File: src/rtl/mul_arbiter.sv
// Round-robin arbiter that shares one multiplier between N_REQ requesters.
// It latches the winner's operands and drives the start/done/clear handshake,
// then returns the product, or a timeout error, to the requester that won.
module mul_arbiter #(
    parameter int N_REQ   = 2,
    parameter int WIDTH   = 64,
    parameter int TIMEOUT = 255
) (
    input  logic                     clk,
    input  logic                     reset_n,
    input  logic [N_REQ-1:0]         req,
    input  logic [N_REQ*WIDTH-1:0]   req_a,
    input  logic [N_REQ*WIDTH-1:0]   req_b,
    output logic [N_REQ-1:0]         grant,
    output logic [N_REQ-1:0]         rsp_valid,
    output logic                     rsp_err,
    output logic [2*WIDTH-1:0]       rsp_result,
    output logic                     busy,
    output logic [WIDTH-1:0]         mul_multiplier,
    output logic [WIDTH-1:0]         mul_multiplicand,
    output logic                     mul_op_start,
    output logic                     mul_op_clear,
    input  logic [2*WIDTH-1:0]       mul_result,
    input  logic                     mul_op_done
);

    localparam int PTR_W = (N_REQ > 1) ? $clog2(N_REQ) : 1;
    localparam int WD_W  = (TIMEOUT > 1) ? $clog2(TIMEOUT + 1) : 1;

    typedef enum logic [1:0] {
        S_IDLE,
        S_START,
        S_WAIT,
        S_CLEAR
    } state_t;

    state_t                 r_state;
    logic [PTR_W-1:0]       r_ptr;
    logic [PTR_W-1:0]       r_sel;
    logic [WD_W-1:0]        r_wd;
    logic [N_REQ-1:0]       r_grant;
    logic [N_REQ-1:0]       r_rsp_valid;
    logic                   r_rsp_err;
    logic [2*WIDTH-1:0]     r_rsp_result;
    logic                   r_busy;
    logic [WIDTH-1:0]       r_mult;
    logic [WIDTH-1:0]       r_mcand;
    logic                   r_start;
    logic                   r_clear;

    logic [2*N_REQ-1:0]     w_dbl;
    logic [2*N_REQ-1:0]     w_shift;
    logic [N_REQ-1:0]       w_rot;
    logic                   w_any;
    logic [PTR_W:0]         w_off;
    logic [PTR_W:0]         w_sum;
    logic [PTR_W-1:0]       w_sel;
    logic [PTR_W-1:0]       w_ptr_next;
    logic [WIDTH-1:0]       w_a;
    logic [WIDTH-1:0]       w_b;

    // Rotate the request vector so bit 0 is the slot the pointer names.
    assign w_dbl   = {req, req};
    assign w_shift = w_dbl >> r_ptr;
    assign w_rot   = w_shift[N_REQ-1:0];
    assign w_any   = |req;

    // Round-robin pick: first set request at or above the pointer, wrapping.
    always_comb begin
        // NOTE: every combinational output gets a default first so no latch is inferred.
        w_off = '0;
        for (int k = N_REQ - 1; k >= 0; k--) begin
            if (w_rot[k]) w_off = (PTR_W+1)'(k);
        end
        w_sum = {1'b0, r_ptr} + w_off;
        if (w_sum >= (PTR_W+1)'(N_REQ)) w_sel = PTR_W'(w_sum - (PTR_W+1)'(N_REQ));
        else                            w_sel = PTR_W'(w_sum);
    end

    // Operand mux for the selected slot.
    always_comb begin
        w_a = '0;
        w_b = '0;
        for (int i = 0; i < N_REQ; i++) begin
            if (w_sel == PTR_W'(i)) begin
                w_a = req_a[i*WIDTH +: WIDTH];
                w_b = req_b[i*WIDTH +: WIDTH];
            end
        end
    end

    // The owner's successor becomes the highest-priority slot next time round.
    assign w_ptr_next = (r_sel == PTR_W'(N_REQ - 1)) ? '0 : r_sel + PTR_W'(1);

    // Handshake sequencer: every output is a register updated here.
    always_ff @(posedge clk or negedge reset_n) begin
        if (!reset_n) begin
            r_state      <= S_IDLE;
            r_ptr        <= '0;
            r_sel        <= '0;
            r_wd         <= '0;
            r_grant      <= '0;
            r_rsp_valid  <= '0;
            r_rsp_err    <= 1'b0;
            r_rsp_result <= '0;
            r_busy       <= 1'b0;
            r_mult       <= '0;
            r_mcand      <= '0;
            r_start      <= 1'b0;
            r_clear      <= 1'b0;
        end else begin
            // NOTE: state registers use non-blocking assignments so every update sees pre-edge values.
            case (r_state)
                S_IDLE: begin
                    if (w_any) begin
                        r_sel   <= w_sel;
                        r_grant <= N_REQ'(1) << w_sel;
                        r_busy  <= 1'b1;
                        r_mult  <= w_a;
                        r_mcand <= w_b;
                        r_start <= 1'b1;
                        r_state <= S_START;
                    end
                end
                S_START: begin
                    r_start <= 1'b0;
                    r_wd    <= '0;
                    r_state <= S_WAIT;
                end
                S_WAIT: begin
                    r_wd <= r_wd + WD_W'(1);
                    if (mul_op_done) begin
                        r_rsp_result <= mul_result;
                        r_rsp_err    <= 1'b0;
                        r_rsp_valid  <= r_grant;
                        r_clear      <= 1'b1;
                        r_state      <= S_CLEAR;
                    end else if (r_wd == WD_W'(TIMEOUT - 1)) begin
                        r_rsp_result <= '0;
                        r_rsp_err    <= 1'b1;
                        r_rsp_valid  <= r_grant;
                        r_clear      <= 1'b1;
                        r_state      <= S_CLEAR;
                    end
                end
                S_CLEAR: begin
                    r_clear     <= 1'b0;
                    r_rsp_valid <= '0;
                    r_rsp_err   <= 1'b0;
                    r_grant     <= '0;
                    r_busy      <= 1'b0;
                    r_ptr       <= w_ptr_next;
                    r_state     <= S_IDLE;
                end
                default: r_state <= S_IDLE;
            endcase
        end
    end

    assign grant            = r_grant;
    assign rsp_valid        = r_rsp_valid;
    assign rsp_err          = r_rsp_err;
    assign rsp_result       = r_rsp_result;
    assign busy             = r_busy;
    assign mul_multiplier   = r_mult;
    assign mul_multiplicand = r_mcand;
    assign mul_op_start     = r_start;
    assign mul_op_clear     = r_clear;

endmodule

File: config.mk
export PLATFORM = sky130hd
export DESIGN_NAME = mul_arbiter
export DESIGN_NICKNAME = d
export VERILOG_FILES = /design/src/rtl/mul_arbiter.sv
export SDC_FILE = /design/constraint.sdc
export NUM_CORES = 1
export LEC_CHECK = 0
export CORE_AREA = 2 2 254 256
export CTS_BUF_LIST = sky130_fd_sc_hd__clkbuf_2 sky130_fd_sc_hd__clkbuf_4 sky130_fd_sc_hd__clkbuf_8
export DETAILED_ROUTE_END_ITERATION = 6
export DIE_AREA = 0 0 256 258
export GPL_ROUTABILITY_DRIVEN = 0
export PLACE_DENSITY = 0.42
export SKIP_CTS_REPAIR_TIMING = 1
export SLEW_MARGIN = 25
export SYNTH_ARGS = -nofsm -noshare
export SYNTH_HDL_FRONTEND = slang
export SYNTH_SLANG_ARGS = --single-unit
File: constraint.sdc
create_clock -name clk -period 2.3 [get_ports clk]
set_input_delay 0.46 -clock clk [delete_from_list [all_inputs] [get_ports clk]]
set_output_delay 0.46 -clock clk [all_outputs]
set_load 0.03 [all_outputs]
==> results summary, run 1 <==
Grouping stages by cell kind, the critical path spends the most delay in buffers and inverters. The total grt overflow came out at 0. The TritonCTS buffer count came out at 54.

The average instance in the mapped netlist occupies 12.0 um2. The xor/xnor share of the synthesized area is 0.000771. The die is 256 um wide.

The initial antenna violation count is 9. The hold slack is 0.343 ns. The number of global-route vias before repair is 10700.

In this run, synthesis produced a sequential element count of 276. The maximum clock skew at final layout came out at 0.0346 ns. The proportion of layout cells with a drive suffix above 1 came out at 0.0912. The net total in the final layout came out at 2034. For the pin with the worst max-slew slack, the measured transition is 0.589 ns. The cell taking the most area after synthesis is sky130_fd_sc_hd__dfrtp_1. Walking the worst path, the cells encountered are clkdlybuf4s50_1. The static leakage is 9.07 nW. The cell at the root of the clock tree is sky130_fd_sc_hd__clkbuf_8. The ratio of final minimum period to clock period is 0.953. The power per unit of standard cell area is 1420 nW/um2.

The first global-routing pass estimated 71.5 mm of wire. Setup repair after global routing left no endpoint under its margin. The critical path data required time came out at 1.84 ns. The total number of yosys warnings is 0.

The synthesized netlist contains 32 unique library cells. The post-route minimum period came out at 2.19 ns. The gate count after technology mapping came out at 951. The most instantiated flip-flop cell in the synthesis netlist is sky130_fd_sc_hd__dfrtp_1. The clock edge transition at the registers on the reported setup and hold paths came out at 0.06 ns.

After synthesis, the largest family of logic cells by area is compound AO/OA/AOI/OAI gates. The worst-case clock buffer depth came out at 3. In the synthesized netlist, the cells that appear most often are 276 x sky130_fd_sc_hd__dfrtp_1, 136 x sky130_fd_sc_hd__nand2_1, 129 x sky130_fd_sc_hd__mux2i_1, 128 x sky130_fd_sc_hd__a22o_1, 109 x sky130_fd_sc_hd__o21ai_1. The first TritonRoute pass finished after 4 iterations.

Entering global routing, the biggest net connects 65 pins. At the worst endpoint, the arrival time is 1.73 ns. The cell area that synthesis handed to floorplanning was 11400 um2.

The post-route antenna net violation count came out at 0. In the routed layout, each cell is associated on average with a via count of 3.95. The number of top-level pins is 653. The overall die area came out at 66000 um2. The starting density of the core is 0.179. The net count of the mapped netlist is 1347. After synthesis, the share of cell area in mux cells is 0.115. The wire length after detailed routing came out at 47.8 mm. Relative to the synthesized area, the layout overhead comes to 79.4%. The delay contributed by the slowest stage of the critical path came out at 0.71 ns.

For this run, design rule violations remaining after detail routing come to 0. The number of input and output port buffers inserted is 652. The placed wire-length estimate is 36.2 mm.

TritonCTS built the clock tree. Headroom to the max-slew limit came out at 0.607. The max-slew violation total from the final report is 0. The critical path capture point type is an output port. The cell type of the slowest stage on the worst timing path is sky130_fd_sc_hd__clkdlybuf4s50_1. The core area is 63600 um2. The share of synthesized cell area in and, or, nand and nor gates is 0.0579. The total count of hold-check failures in the final report is 0.

The detailed-route wire length per cell came out at 18.9 um. The register area share after synthesis is 0.608. The clock insertion delay at the later pin of the skew report is 0.62 ns. The final sum of negative setup slack is 0 ns. The number of buffers and inverters on the critical path is 1.

The count of maximum capacitance violations is 0. The worst vdd rail ir drop came out at 0.626 mV. The total vias in the final route came out at 10000. The die is 258 um tall. The level count of the clock H-tree came out at 2. Of the total synthesized cell area, the portion taken by full adders, half adders and majority gates is 0.00870. The worst setup path is launched from a flop.

The most common cell in the synthesized netlist is sky130_fd_sc_hd__dfrtp_1. The share of synthesized registers carrying an async set or reset is 1.00. By area the synthesized netlist is led by sky130_fd_sc_hd__dfrtp_1 61%, sky130_fd_sc_hd__mux2i_1 11%, sky130_fd_sc_hd__a22o_1 9.9%. The critical path is of the flop to output port type. Yosys mapped a number of flops with a built-in enable equal to 0. The run finished with clean final reports. The standard-cell row count is 93. The compound-gate portion of the synthesized area came out at 0.171. The share of synthesized area in the top cell type comes to 0.608. The CTS sink count is 276.

The maximum frequency from static timing analysis came out at 456 MHz. The number of setup violations in the final report came out at 0. The number of design-rule violations left by the first detailed-router iteration came out at 338. The global router's overall resource usage came out at 0.142. The type of the tightest min-delay check is primary input to asynchronous set/reset pin. Along the worst path, the maximum fanout reaches 2.

The placed instances occupy a cell area of 19200 um2. The finished cells cover 20400 um2. The total power is 0.0290 W.
==> layer usage <==
metal / routed length, um / GRT usage
met5: 53 / 0
met4: 973 / 0.0369
met3: 4740 / 0.0625
met1: 19000 / 0.166
met2: 23100 / 0.236
==> logic make-up (layout without fill, tap and decap cells) <==
group | Yosys count | after routing
mux | 130 | 130
flops | 276 | 276
fa+ha+maj | 8 | 8
simple gates | 165 | 165
compound gates | 289 | 289
xor+xnor | 1 | 1
other cells | 0 | 2
buf+inv | 82 | 809
==> report_power, final <==
group	internal, W	leakage [nW]	switching, W	total (W)
combinational	0.00664	4.99	0.00865	0.0153
clock	0.00309	0.627	0.00224	0.00532
sequential	0.00710	3.45	0.00124	0.00834
==> worst paths after layout <==
kind | startpoint | to | slack (ns) | cells past startpoint
min in group clk | mul_result[72] | rsp_result[72]$_DFFE_PN0P_ | 0.43 | 2
min reg2reg | mul_multiplicand[13]$_DFFE_PN0P_ | mul_multiplicand[13]$_DFFE_PN0P_ | 0.47 | 2
max in group asynchronous | reset_n | mul_op_start$_DFFE_PN0P_ | 1.22 | 3
max reg2reg | r_wd[0]$_DFFE_PN0P_ | rsp_result[31]$_DFFE_PN0P_ | 0.51 | 8
min | reset_n | rsp_result[8]$_DFFE_PN0P_ | 0.34 | 2
max | mul_multiplicand[25]$_DFFE_PN0P_ | mul_multiplicand[25] | 0.11 | 1
==> flip-flops by register name, summed over array words and instances, names as in the netlist, 2 cells and up <==
name              flops
grant                 2
mul_multiplicand     64
mul_multiplier       64
r_state               2
r_wd                  8
rsp_result          128
rsp_valid             2
==> cells in the final DEF, fill, tap and decap left out, types with 2 or more instances in the layout <==
| cell type | instances |
|---|---|
| sky130_fd_sc_hd__buf_12 | 19 |
| sky130_fd_sc_hd__nor2b_1 | 3 |
| sky130_fd_sc_hd__clkbuf_8 | 69 |
| sky130_fd_sc_hd__or3_1 | 2 |
| sky130_fd_sc_hd__nand4_1 | 2 |
| sky130_fd_sc_hd__and3_1 | 2 |
| sky130_fd_sc_hd__nand2_1 | 136 |
| sky130_fd_sc_hd__diode_2 | 2 |
| sky130_fd_sc_hd__nor2_1 | 11 |
| sky130_fd_sc_hd__dlymetal6s2s_1 | 6 |
| sky130_fd_sc_hd__inv_1 | 9 |
| sky130_fd_sc_hd__nand3_1 | 4 |
| sky130_fd_sc_hd__dfrtp_1 | 276 |
| sky130_fd_sc_hd__clkbuf_4 | 18 |
| sky130_fd_sc_hd__clkinv_2 | 6 |
| sky130_fd_sc_hd__mux2i_1 | 129 |
| sky130_fd_sc_hd__o21ai_0 | 39 |
| sky130_fd_sc_hd__a21oi_1 | 7 |
| sky130_fd_sc_hd__a22o_1 | 128 |
| sky130_fd_sc_hd__nor3_1 | 2 |
| sky130_fd_sc_hd__ha_1 | 7 |
| sky130_fd_sc_hd__buf_4 | 31 |
| sky130_fd_sc_hd__clkdlybuf4s50_1 | 645 |
| sky130_fd_sc_hd__a21o_1 | 2 |
| sky130_fd_sc_hd__o21ai_1 | 107 |
| sky130_fd_sc_hd__o21ai_4 | 2 |
==> through the flow <==
stage	setup WS [ns]	instances	util
after global routing	0.0000893	2534	0.320
after CTS	-0.0546	2532	0.320
final	0.107	2535	0.320
after global placement	-0.171	2436	0.302
after detailed placement	-0.195	2436	0.302
after floorplan	0.597	951	-
==> layout make-up <==
cell class	count	area (um2)
Clock inverter	9	80.1
Multi-Input combinational cell	593	4040
Timing Repair Buffer	703	7170
Antenna cell	2	5.00
Inverter	10	37.5
Clock buffer	87	1080
Sequential cell	276	6910
Fill cell	6475	43300
Tap cell	855	1070
Power figures use the tool's default switching activity.
==> run 2: changes to the inputs <==
- RECOVER_POWER: unset -> 25
==> results summary, run 2 (synthesis results as in run 1) <==
RSZ-0062 raised after global routing: no (unchanged). The proportion of layout cells with a drive suffix above 1 is 0.0912 (unchanged). The area of all sequential standard cells came out at 6910 um2 (unchanged). The placed wire-length estimate is 36.2 mm (unchanged). The critical path capture point type is an output port (unchanged). The level count of the clock H-tree came out at 2 (unchanged). The category of the most critical setup path is flop to output port (unchanged). The total count of hold-check failures in the final report is 0 (unchanged).

The max-slew violation total from the final report is 0 (unchanged). The global router's overall resource usage is 0.142 (unchanged). The layout overhead on the synthesized area is 79.1% (was 79.4%). The die extent in x came to 256 um (unchanged).

Result of the run: complete, no violations (unchanged). The TritonCTS buffer count came out at 54 (unchanged). The wire length after detailed routing is 47.9 mm (was 47.8 mm). The post-route minimum period was 2.19 ns (about the same). The via count normalized by instance count came out at 3.96 (was 3.95). The total grt overflow was 0 (unchanged). The maximum fanout encountered on the critical timing path came to 2 (unchanged).

The number of input and output port buffers inserted came out at 652 (unchanged). The final sum of negative setup slack is 0 ns (unchanged). The starting density of the core is 0.179 (unchanged). The layout filler cell count was 6481 (was 6475). The number of top-level pins is 653 (unchanged). The overall die area came out at 66000 um2 (unchanged). The maximum clock skew at final layout came out at 0.0341 ns (was 0.0346 ns). The cell type of the slowest stage on the worst timing path is sky130_fd_sc_hd__clkdlybuf4s50_1 (unchanged). The family of cells with the greatest summed delay on the critical path is buffers and inverters (unchanged). The hold slack is 0.431 ns (was 0.343 ns). The transition at the pin with the smallest max-transition slack is 1.48 ns (was 0.589 ns).

The area of placed instances is 19200 um2 (unchanged). The ratio of final minimum period to clock period is 0.953 (about the same). The area taken by multi-input logic gates came out at 4040 um2 (unchanged).

The initial antenna violation count is 9 (unchanged). The CTS sink count came out at 276 (unchanged). The worst-case clock buffer depth came out at 3 (unchanged). The worst vdd rail ir drop came to 0.626 mV (about the same). The number of iterations in the first detailed-routing pass came to 4 (unchanged).

The power per unit of standard cell area came to 1420 nW/um2 (about the same). The detailed-route wire length per cell came out at 18.9 um (about the same). The number of global-route vias before repair is 10700 (unchanged). The post-route antenna net violation count came to 0 (unchanged). The core area is 63600 um2 (unchanged). The kind of launch point of the worst setup path is a flop (unchanged). The number of flip-flops in the largest register is 128 (unchanged). The die extent in y is 258 um (unchanged). Crit path cell chain: clkdlybuf4s50_1 (unchanged).

The end-of-flow core utilization came out at 0.320 (about the same). The remaining max-slew budget at the tightest pin came out at 0.0161 (was 0.607). The count of maximum capacitance violations came to 0 (unchanged). The clock insertion delay at the later pin of the skew report is 0.62 ns (about the same).

The cell at the root of the clock tree is sky130_fd_sc_hd__clkbuf_8 (unchanged). The clock edge transition at the registers on the reported setup and hold paths is 0.06 ns (about the same). The maximum frequency from static timing analysis came to 456 MHz (about the same). The number of setup violations in the final report came to 0 (unchanged). The remaining design rule violation count is 0 (unchanged).

The number of design-rule violations left by the first detailed-router iteration is 328 (was 338). The standard-cell row count came out at 93 (unchanged). The type of the tightest min-delay check is primary input to flop (was primary input to asynchronous set/reset pin). Leading cell types in the layout, fill and taps excluded: 645 x sky130_fd_sc_hd__clkdlybuf4s50_1, 276 x sky130_fd_sc_hd__dfrtp_1, 136 x sky130_fd_sc_hd__nand2_1 (unchanged).

The worst endpoint data arrival time came out at 1.73 ns (about the same). The net total in the final layout is 2034 (unchanged). The pin count of the biggest net entering global routing is 65 (unchanged). The static leakage came out at 9.06 nW (was 9.07 nW). The total vias in the final route was 10000 (about the same). The commonest non-fill, non-tap cell in the layout is sky130_fd_sc_hd__clkdlybuf4s50_1 (unchanged).

The CTS tree is yes (unchanged). The global-route wire length before repair came out at 71.5 mm (unchanged). The critical path data required time came to 1.84 ns (about the same). The count of buffering cells on the critical path with inverters included is 1 (unchanged). The delay contributed by the slowest stage of the critical path came out at 0.71 ns (about the same).

The cell area after layout came out at 20400 um2 (about the same).
## run 2: cell count changes in the layout (fill, tap and decap cells not counted), sizes merged
cell    previous run  this run
clkbuf            87        94
buf               51        44
## run 2: final timing paths
kind | startpoint | slack (ns) | cells past startpoint | to
hold reg to reg | mul_multiplicand[13]$_DFFE_PN0P_ | 0.47 | 2 | mul_multiplicand[13]$_DFFE_PN0P_
max in group asynchronous | reset_n | 0.34 | 3 | mul_multiplicand[45]$_DFFE_PN0P_
min in group asynchronous | reset_n | 0.72 | 2 | rsp_result[8]$_DFFE_PN0P_
setup reg to reg | r_wd[0]$_DFFE_PN0P_ | 0.51 | 8 | rsp_result[31]$_DFFE_PN0P_
hold / removal | mul_result[72] | 0.43 | 2 | rsp_result[72]$_DFFE_PN0P_
setup / recovery | mul_multiplicand[25]$_DFFE_PN0P_ | 0.11 | 1 | mul_multiplicand[25]
## run 2: area by class of cell
cell class | instances | share of cell area
diodes | 2 | 0.000246
inverters | 10 | 0.00184
multi-input cells | 593 | 0.198
clock inverters | 9 | 0.00393
repair buffers | 703 | 0.350
well taps | 855 | 0.0526
flip-flops and latches | 276 | 0.339
clock buffers | 87 | 0.0533
## run 2: report_power, final
| group | internal [W] | total [W] | switching (W) |
|---|---|---|---|
| sequential | 0.00710 | 0.00834 | 0.00124 |
| clock | 0.00309 | 0.00533 | 0.00224 |
| combinational | 0.00663 | 0.0153 | 0.00865 |
| total | 0.0168 | 0.0289 | 0.0121 |
## run 2: per-stage QoR
stage / power [W] / instances / setup WS, ns
2_1_floorplan: 0.0167 / 951 / 0.597
3_3_place_gp: 0.0239 / 2436 / -0.171
3_5_place_dp: 0.0239 / 2436 / -0.195
4_1_cts: 0.0295 / 2532 / -0.0546
5_1_grt: 0.0308 / 2534 / 0.0000893
6_report: 0.0289 / 2535 / 0.108
## run 2: per-layer routing
layer  vias up  share of wire  track usage
met3        74          0.097       0.0625
met4         8          0.020       0.0369
met1      4744           0.40        0.166
li1       4791              -            -
met5         -         0.0011            0
met2       430           0.48        0.236
